--- config.mk ---
export PLATFORM = sky130hd
export DESIGN_NAME = cle_challenge_seq
export DESIGN_NICKNAME = d
export VERILOG_FILES = /design/src/rtl/cle_pkg.sv /design/src/rtl/cle_gap_timer.sv /design/src/rtl/cle_challenge_seq.sv
export SDC_FILE = /design/constraint.sdc
export NUM_CORES = 1
export LEC_CHECK = 0
export ABC_AREA = 0
export CORE_MARGIN = 5
export CORE_UTILIZATION = 40
export CTS_BUF_LIST = sky130_fd_sc_hd__clkbuf_4 sky130_fd_sc_hd__clkbuf_8 sky130_fd_sc_hd__clkbuf_16
export CTS_CLUSTER_DIAMETER = 120
export DETAILED_ROUTE_END_ITERATION = 10
export PLACE_DENSITY = 0.77
export SLEW_MARGIN = 20
export SYNTH_ARGS = -nofsm -noshare
export SYNTH_HDL_FRONTEND = slang
export SYNTH_SLANG_ARGS = --single-unit
--- constraint.sdc ---
create_clock -name clk -period 2.1 [get_ports clk]
set_input_delay 0.315 -clock clk [delete_from_list [all_inputs] [get_ports clk]]
set_output_delay 0.315 -clock clk [all_outputs]
set_load 0.03 [all_outputs]
--- src/rtl/cle_pkg.sv ---
// Shared definitions for the CLE386 challenge sequencer: FSM states, lock
// address-window constants and the run-length helper.
package cle_pkg;

  typedef enum logic [2:0] {
    ST_IDLE,
    ST_SETUP,
    ST_STROBE,
    ST_GAP,
    ST_FINISH
  } state_t;

  // Address window that qualifies a lock read, and the values the bus rests at.
  localparam logic       BA13_WINDOW = 1'b0;
  localparam logic       BA12_WINDOW = 1'b1;
  localparam logic       BA13_IDLE   = 1'b1;
  localparam logic       BA12_IDLE   = 1'b0;
  localparam logic [3:0] BA_LO_IDLE  = 4'h0;

  // Clocks from the start cycle through the done pulse, both inclusive.
  function automatic int run_length(input int n_steps, input int gap);
    return 1 + n_steps * (2 + gap) + 1;
  endfunction

endpackage

--- src/rtl/cle_gap_timer.sv ---
// Loadable down-counter that times the idle gap between lock select strobes.
module cle_gap_timer #(
  parameter int W = 4
) (
  input  logic         clk,
  input  logic         rst,
  input  logic         load,
  input  logic [W-1:0] load_val,
  input  logic         dec,
  output logic         zero
);

  logic [W-1:0] count_reg;

  always_ff @(posedge clk or posedge rst) begin
    if (rst) begin
      count_reg <= '0;
    end else if (load) begin
      count_reg <= load_val;
    end else if (dec && (count_reg != '0)) begin
      count_reg <= count_reg - 1'b1;
    end
  end

  assign zero = (count_reg == '0);

endmodule

--- src/rtl/cle_challenge_seq.sv ---
// Drives a programmed sequence of qualified reads into the CLE386 lock, collects
// the SDRD bits into a response word and compares it with the expected word.
module cle_challenge_seq #(
  parameter int N_STEPS = 8,
  parameter int GAP     = 3
) (
  input  logic                   clk,
  input  logic                   rst,
  input  logic                   start,
  input  logic [4*N_STEPS-1:0]   challenge,
  input  logic [N_STEPS-1:0]     expected,
  output logic                   sser_n,
  output logic                   ba13,
  output logic                   ba12,
  output logic [3:0]             ba_lo,
  output logic                   br_w,
  input  logic                   sdrd,
  output logic                   busy,
  output logic                   done,
  output logic                   pass,
  output logic [N_STEPS-1:0]     resp
);

  import cle_pkg::*;

  localparam int         STEP_W   = (N_STEPS > 1) ? $clog2(N_STEPS) : 1;
  localparam logic [3:0] GAP_LOAD = 4'(GAP - 1);
  localparam logic [STEP_W-1:0] LAST_STEP = STEP_W'(N_STEPS - 1);

  state_t             state_reg;
  logic [STEP_W-1:0]  step_reg;
  logic [STEP_W-1:0]  step_inc;
  logic               gap_load;
  logic               gap_dec;
  logic               gap_zero;

  assign step_inc = step_reg + 1'b1;
  assign gap_load = (state_reg == ST_STROBE);
  assign gap_dec  = (state_reg == ST_GAP);

  // The sequencer only ever reads the lock.
  assign br_w = 1'b1;

  cle_gap_timer #(
    .W (4)
  ) u_gap_timer (
    .clk      (clk),
    .rst      (rst),
    .load     (gap_load),
    .load_val (GAP_LOAD),
    .dec      (gap_dec),
    .zero     (gap_zero)
  );

  always_ff @(posedge clk or posedge rst) begin
    if (rst) begin
      state_reg <= ST_IDLE;
      step_reg  <= '0;
      sser_n    <= 1'b1;
      ba13      <= BA13_IDLE;
      ba12      <= BA12_IDLE;
      ba_lo     <= BA_LO_IDLE;
      busy      <= 1'b0;
      done      <= 1'b0;
      pass      <= 1'b0;
      resp      <= '0;
    end else begin
      done <= 1'b0;
      case (state_reg)
        ST_IDLE: begin
          if (start) begin
            state_reg <= ST_SETUP;
            step_reg  <= '0;
            resp      <= '0;
            busy      <= 1'b1;
            ba_lo     <= challenge[3:0];
            ba13      <= BA13_WINDOW;
            ba12      <= BA12_WINDOW;
          end
        end
        ST_SETUP: begin
          sser_n    <= 1'b0;
          state_reg <= ST_STROBE;
        end
        ST_STROBE: begin
          // The lock advances on this same edge, so this is the pre-advance bit.
          resp[step_reg] <= sdrd;
          sser_n         <= 1'b1;
          ba13           <= BA13_IDLE;
          ba12           <= BA12_IDLE;
          ba_lo          <= BA_LO_IDLE;
          state_reg      <= ST_GAP;
        end
        ST_GAP: begin
          if (gap_zero) begin
            if (step_reg == LAST_STEP) begin
              state_reg <= ST_FINISH;
              done      <= 1'b1;
              busy      <= 1'b0;
              pass      <= (resp == expected);
            end else begin
              step_reg  <= step_inc;
              ba_lo     <= challenge[4*int'(step_inc) +: 4];
              ba13      <= BA13_WINDOW;
              ba12      <= BA12_WINDOW;
              state_reg <= ST_SETUP;
            end
          end
        end
        ST_FINISH: begin
          state_reg <= ST_IDLE;
        end
        default: begin
          state_reg <= ST_IDLE;
        end
      endcase
    end
  end

endmodule
==> metrics.txt <==
# TYPE chip_impl_metric gauge
chip_impl_metric{name="initial_core_util",unit="%"} 40.6
chip_impl_metric{name="fillCellCount",unit=""} 361
chip_impl_metric{name="ff2ff_setup_slack",unit="ns"} 0.1
chip_impl_metric{name="route.vias.total",unit=""} 1527
chip_impl_metric{name="synth_fa_ha_area_share",unit="%"} 2.89
chip_impl_metric{name="postPlaceCellArea",unit="sq um"} 2380
chip_impl_metric{name="setup_ws",unit="ns"} 0.0955
chip_impl_metric{name="synthesis.area_per_instance",unit="sq um"} 10.4
chip_impl_metric{name="number_of_setup_violations_in_the_final_report",unit=""} 0
chip_impl_metric{name="grtUsageTotal",unit="%"} 16.3
chip_impl_metric{name="reg2regPathDepth",unit=""} 5
chip_impl_info{name="synth_top_family_by_area",value="compound AO/OA/AOI/OAI gates"} 1
chip_impl_metric{name="synthXorXnorAreaFrac",unit="%"} 5.57
chip_impl_metric{name="die_h",unit="microns"} 75.8
chip_impl_metric{name="dieWidth",unit="microns"} 75.8
chip_impl_info{name="worstSetupStartpointType",value="flip-flop"} 1
chip_impl_metric{name="antenna_violations_before_repair",unit=""} 0
chip_impl_info{name="regToRegStartpoint",value="step_reg[1]"} 1
chip_impl_metric{name="antenna_left",unit=""} 0
chip_impl_metric{name="post_synth_mux_area_share",unit="%"} 14.8
chip_impl_metric{name="port_buffers",unit=""} 61
chip_impl_metric{name="grt_first_pass_wirelength",unit="microns"} 7150
chip_impl_metric{name="ys_warn_count",unit=""} 0
chip_impl_metric{name="total_congestion_overflow",unit=""} 0
chip_impl_metric{name="report.final.hold_viol_count",unit=""} 0
chip_impl_metric{name="fin_area",unit="sq um"} 2480
chip_impl_metric{name="p_leak",unit="nW"} 1.03
chip_impl_metric{name="final.period_utilization",unit="%"} 95.5
chip_impl_metric{name="drt_pass1_iterations",unit=""} 4
chip_impl_metric{name="htree_levels",unit=""} 1
chip_impl_metric{name="core.rowCount",unit=""} 24
chip_impl_metric{name="report.final.slew_viol_count",unit=""} 0
chip_impl_metric{name="wl_per_cell",unit="microns"} 15.7
chip_impl_metric{name="route.detailed.drc",unit=""} 0
chip_impl_info{name="clockRootBuffer",value="clkbuf_8"} 1
chip_impl_metric{name="cp.arrival",unit="ns"} 2.16
chip_impl_info{name="rsz0062_at_grt",value="false"} 1
chip_impl_metric{name="clock-sinks",unit=""} 28
chip_impl_metric{name="top_level_ports",unit=""} 63
chip_impl_metric{name="syn-cell-area",unit="sq um"} 1730
chip_impl_metric{name="clock_latency_of_the_later_clocked_register_in_the_worst_skew_pair",unit="ns"} 0.27
chip_impl_metric{name="clk_path_buf_depth",unit=""} 2
chip_impl_info{name="path_class",value="flip-flop to flip-flop"} 1
chip_impl_metric{name="ys_types",unit=""} 39
chip_impl_info{name="critPathCapture",value="ba_lo[2]"} 1
chip_impl_metric{name="critical_path.max_fanout",unit=""} 9
chip_impl_metric{name="synthArstFlopShare",unit="%"} 100
chip_impl_info{name="crit_path_end_kind",value="flip-flop"} 1
chip_impl_metric{name="dp_slack",unit="ns"} -0.0927
chip_impl_metric{name="post_synthesis_sequential_element_count",unit=""} 28
chip_impl_info{name="crit_start",value="step_reg[1]"} 1
chip_impl_metric{name="drt_first_iter_violations",unit=""} 93
chip_impl_metric{name="clkSlewWorstSetupHoldPaths",unit="ns"} 0.10
chip_impl_metric{name="maxCapViolations",unit=""} 0
chip_impl_metric{name="synth_compound_gate_area_share",unit="%"} 17.5
chip_impl_metric{name="cts_buffers",unit=""} 3
chip_impl_metric{name="syn_nets",unit=""} 214
chip_impl_metric{name="grt_max_degree",unit=""} 29
chip_impl_metric{name="routed_wirelength",unit="microns"} 4370
chip_impl_metric{name="areaGrowthSynthToFinish",unit="%"} 43.2
chip_impl_info{name="layout.cells.most_common",value="clkdlybuf4s50_1"} 1
chip_impl_metric{name="antenna-diode-count",unit=""} 0
chip_impl_info{name="run_status",value="finished, final reports clean"} 1
chip_impl_metric{name="timing.critical_path.required",unit="ns"} 2.25
chip_impl_metric{name="floorplan.core_area",unit="sq um"} 4260
chip_impl_metric{name="design.die.area",unit="sq um"} 5740
chip_impl_info{name="tritoncts",value="built"} 1
chip_impl_metric{name="synth_edf_count",unit=""} 0
chip_impl_info{name="holdCritPathClass",value="input pin to async pin"} 1
chip_impl_metric{name="per_cell_via_count_in_the_routed_design",unit=""} 5.47
chip_impl_info{name="synthFlopType",value="dfrtp_1"} 1
chip_impl_metric{name="finalClockSkew",unit="ns"} 0.00661
chip_impl_info{name="mostFrequentLayoutCells",value="clkdlybuf4s50_1 (61), dfrtp_1 (26), o21ai_0 (22)"} 1
chip_impl_metric{name="final.min_clock_period",unit="ns"} 2.00
chip_impl_metric{name="achievable_freq",unit="MHz"} 499
chip_impl_metric{name="final_nets",unit=""} 276
chip_impl_info{name="worst_r2r_endpoint",value="ba_lo[2]"} 1
chip_impl_metric{name="post_synth_and_or_nand_nor_area_fraction",unit="%"} 12.2
chip_impl_metric{name="hpwlAfterDp",unit="microns"} 3460
chip_impl_metric{name="irDropWorstVdd",unit="mV"} 0.866
chip_impl_metric{name="synth.yosys.seq_area_share",unit="%"} 40.7
chip_impl_metric{name="place_congestion",unit=""} 0.762
chip_impl_metric{name="count_of_mapped_cells_out_of_synthesis",unit=""} 166
chip_impl_metric{name="post_route_cells_drive_above_1_share",unit="%"} 10.1
chip_impl_metric{name="largest_register_ff_count",unit=""} 8
chip_impl_metric{name="number_of_global_route_vias_before_repair",unit=""} 1448
chip_impl_metric{name="power_density",unit="nW/um^2"} 1410
==> area by class of cell <==
cell class              count  area, sq um  area share, %
multi-input cells         118          940           37.9
clock inverters             1         30.0           1.21
inverters                   9         33.8           1.36
flip-flops and latches     28          703           28.4
clock buffers               3         41.3           1.67
well taps                  52         65.1           2.63
repair buffers             68          663           26.8
==> worst min path at each step <==
| stage | cells past startpoint | from | to |
|---|---|---|---|
| 3_3_place_gp | 2 | ba13 | ba13 |
| 2_1_floorplan | 1 | rst | ba12 |
| 4_1_cts | 3 | rst | done |
| 5_1_grt | 3 | rst | done |
| 3_5_place_dp | 2 | ba13 | ba13 |
| 6_report | 3 | rst | done |
==> cell families after synthesis <==
group / count (synthesis)
compound gates: 52
xor+xnor: 11
fa+ha+maj: 4
buf+inv: 20
flops: 28
mux: 12
other cells: 1
simple gates: 38
==> critical path, stage by stage (launching register included) <==
cell and delay (ns):
dfrtp_1 0.42, ha_4 0.37, mux4_1 0.58, mux2_2 0.28, a22oi_1 0.16, a21oi_1 0.09
==> Yosys cell counts, types with 2 or more instances <==
master / count / area [sq um]
and3_1: 2 / 12.5
dfstp_2: 2 / 52.6
buf_4: 3 / 22.5
nand3_1: 4 / 20.0
nor2_1: 9 / 33.8
buf_2: 4 / 20.0
nand2b_1: 4 / 25.0
o21a_1: 4 / 30.0
o31ai_1: 2 / 15.0
nand2_1: 5 / 18.8
ha_1: 4 / 50.1
nor3_1: 2 / 10.0
a21oi_1: 9 / 45.0
nor4_1: 2 / 12.5
inv_1: 9 / 33.8
o21ai_0: 22 / 110
xor2_1: 10 / 87.6
a22oi_1: 4 / 30.0
clkbuf_1: 2 / 7.51
mux4_1: 8 / 210
mux2_2: 4 / 45.0
dfrtp_1: 26 / 651
a31oi_1: 7 / 43.8
nor3b_1: 2 / 15.0
buf_6: 2 / 22.5
==> power breakdown <==
part	internal, W	total, W	leakage, nW	switching [W]
clock network	0.000255	0.000425	0.0357	0.000170
registers	0.000757	0.000948	0.336	0.000191
logic	0.00105	0.00212	0.656	0.00106
total	0.00207	0.00349	1.03	0.00142
==> through the flow <==
step / std cells / setup TNS [ns] / power, W / hold WS [ns] / utilization, %
4_1_cts: 279 / 0 / 0.00349 / 0.396 / 57.9
2_1_floorplan: 166 / 0 / 0.00242 / 0.379 / -
3_5_place_dp: 275 / -0.333 / 0.00301 / 0.480 / 55.9
3_3_place_gp: 275 / -0.0263 / 0.00296 / 0.472 / 55.9
5_1_grt: 279 / 0 / 0.00377 / 0.448 / 58.1
6_report: 279 / 0 / 0.00349 / 0.385 / 58.1
==> layer usage <==
layer	track usage, %	vias to the layer above	wire (microns)
met3	4.88	4	291
met1	22.2	742	1970
met2	26.3	51	2070
met5	0	-	0
met4	1.94	0	40
li1	-	730	-
==> repair_timing <==
item,CTS,global route
hold buffers,0,0
setup endpoints to repair,4,4
setup buffers,0,0
resized for setup,2,2
pin swaps,0,0
(Power assumes the default switching activity.)
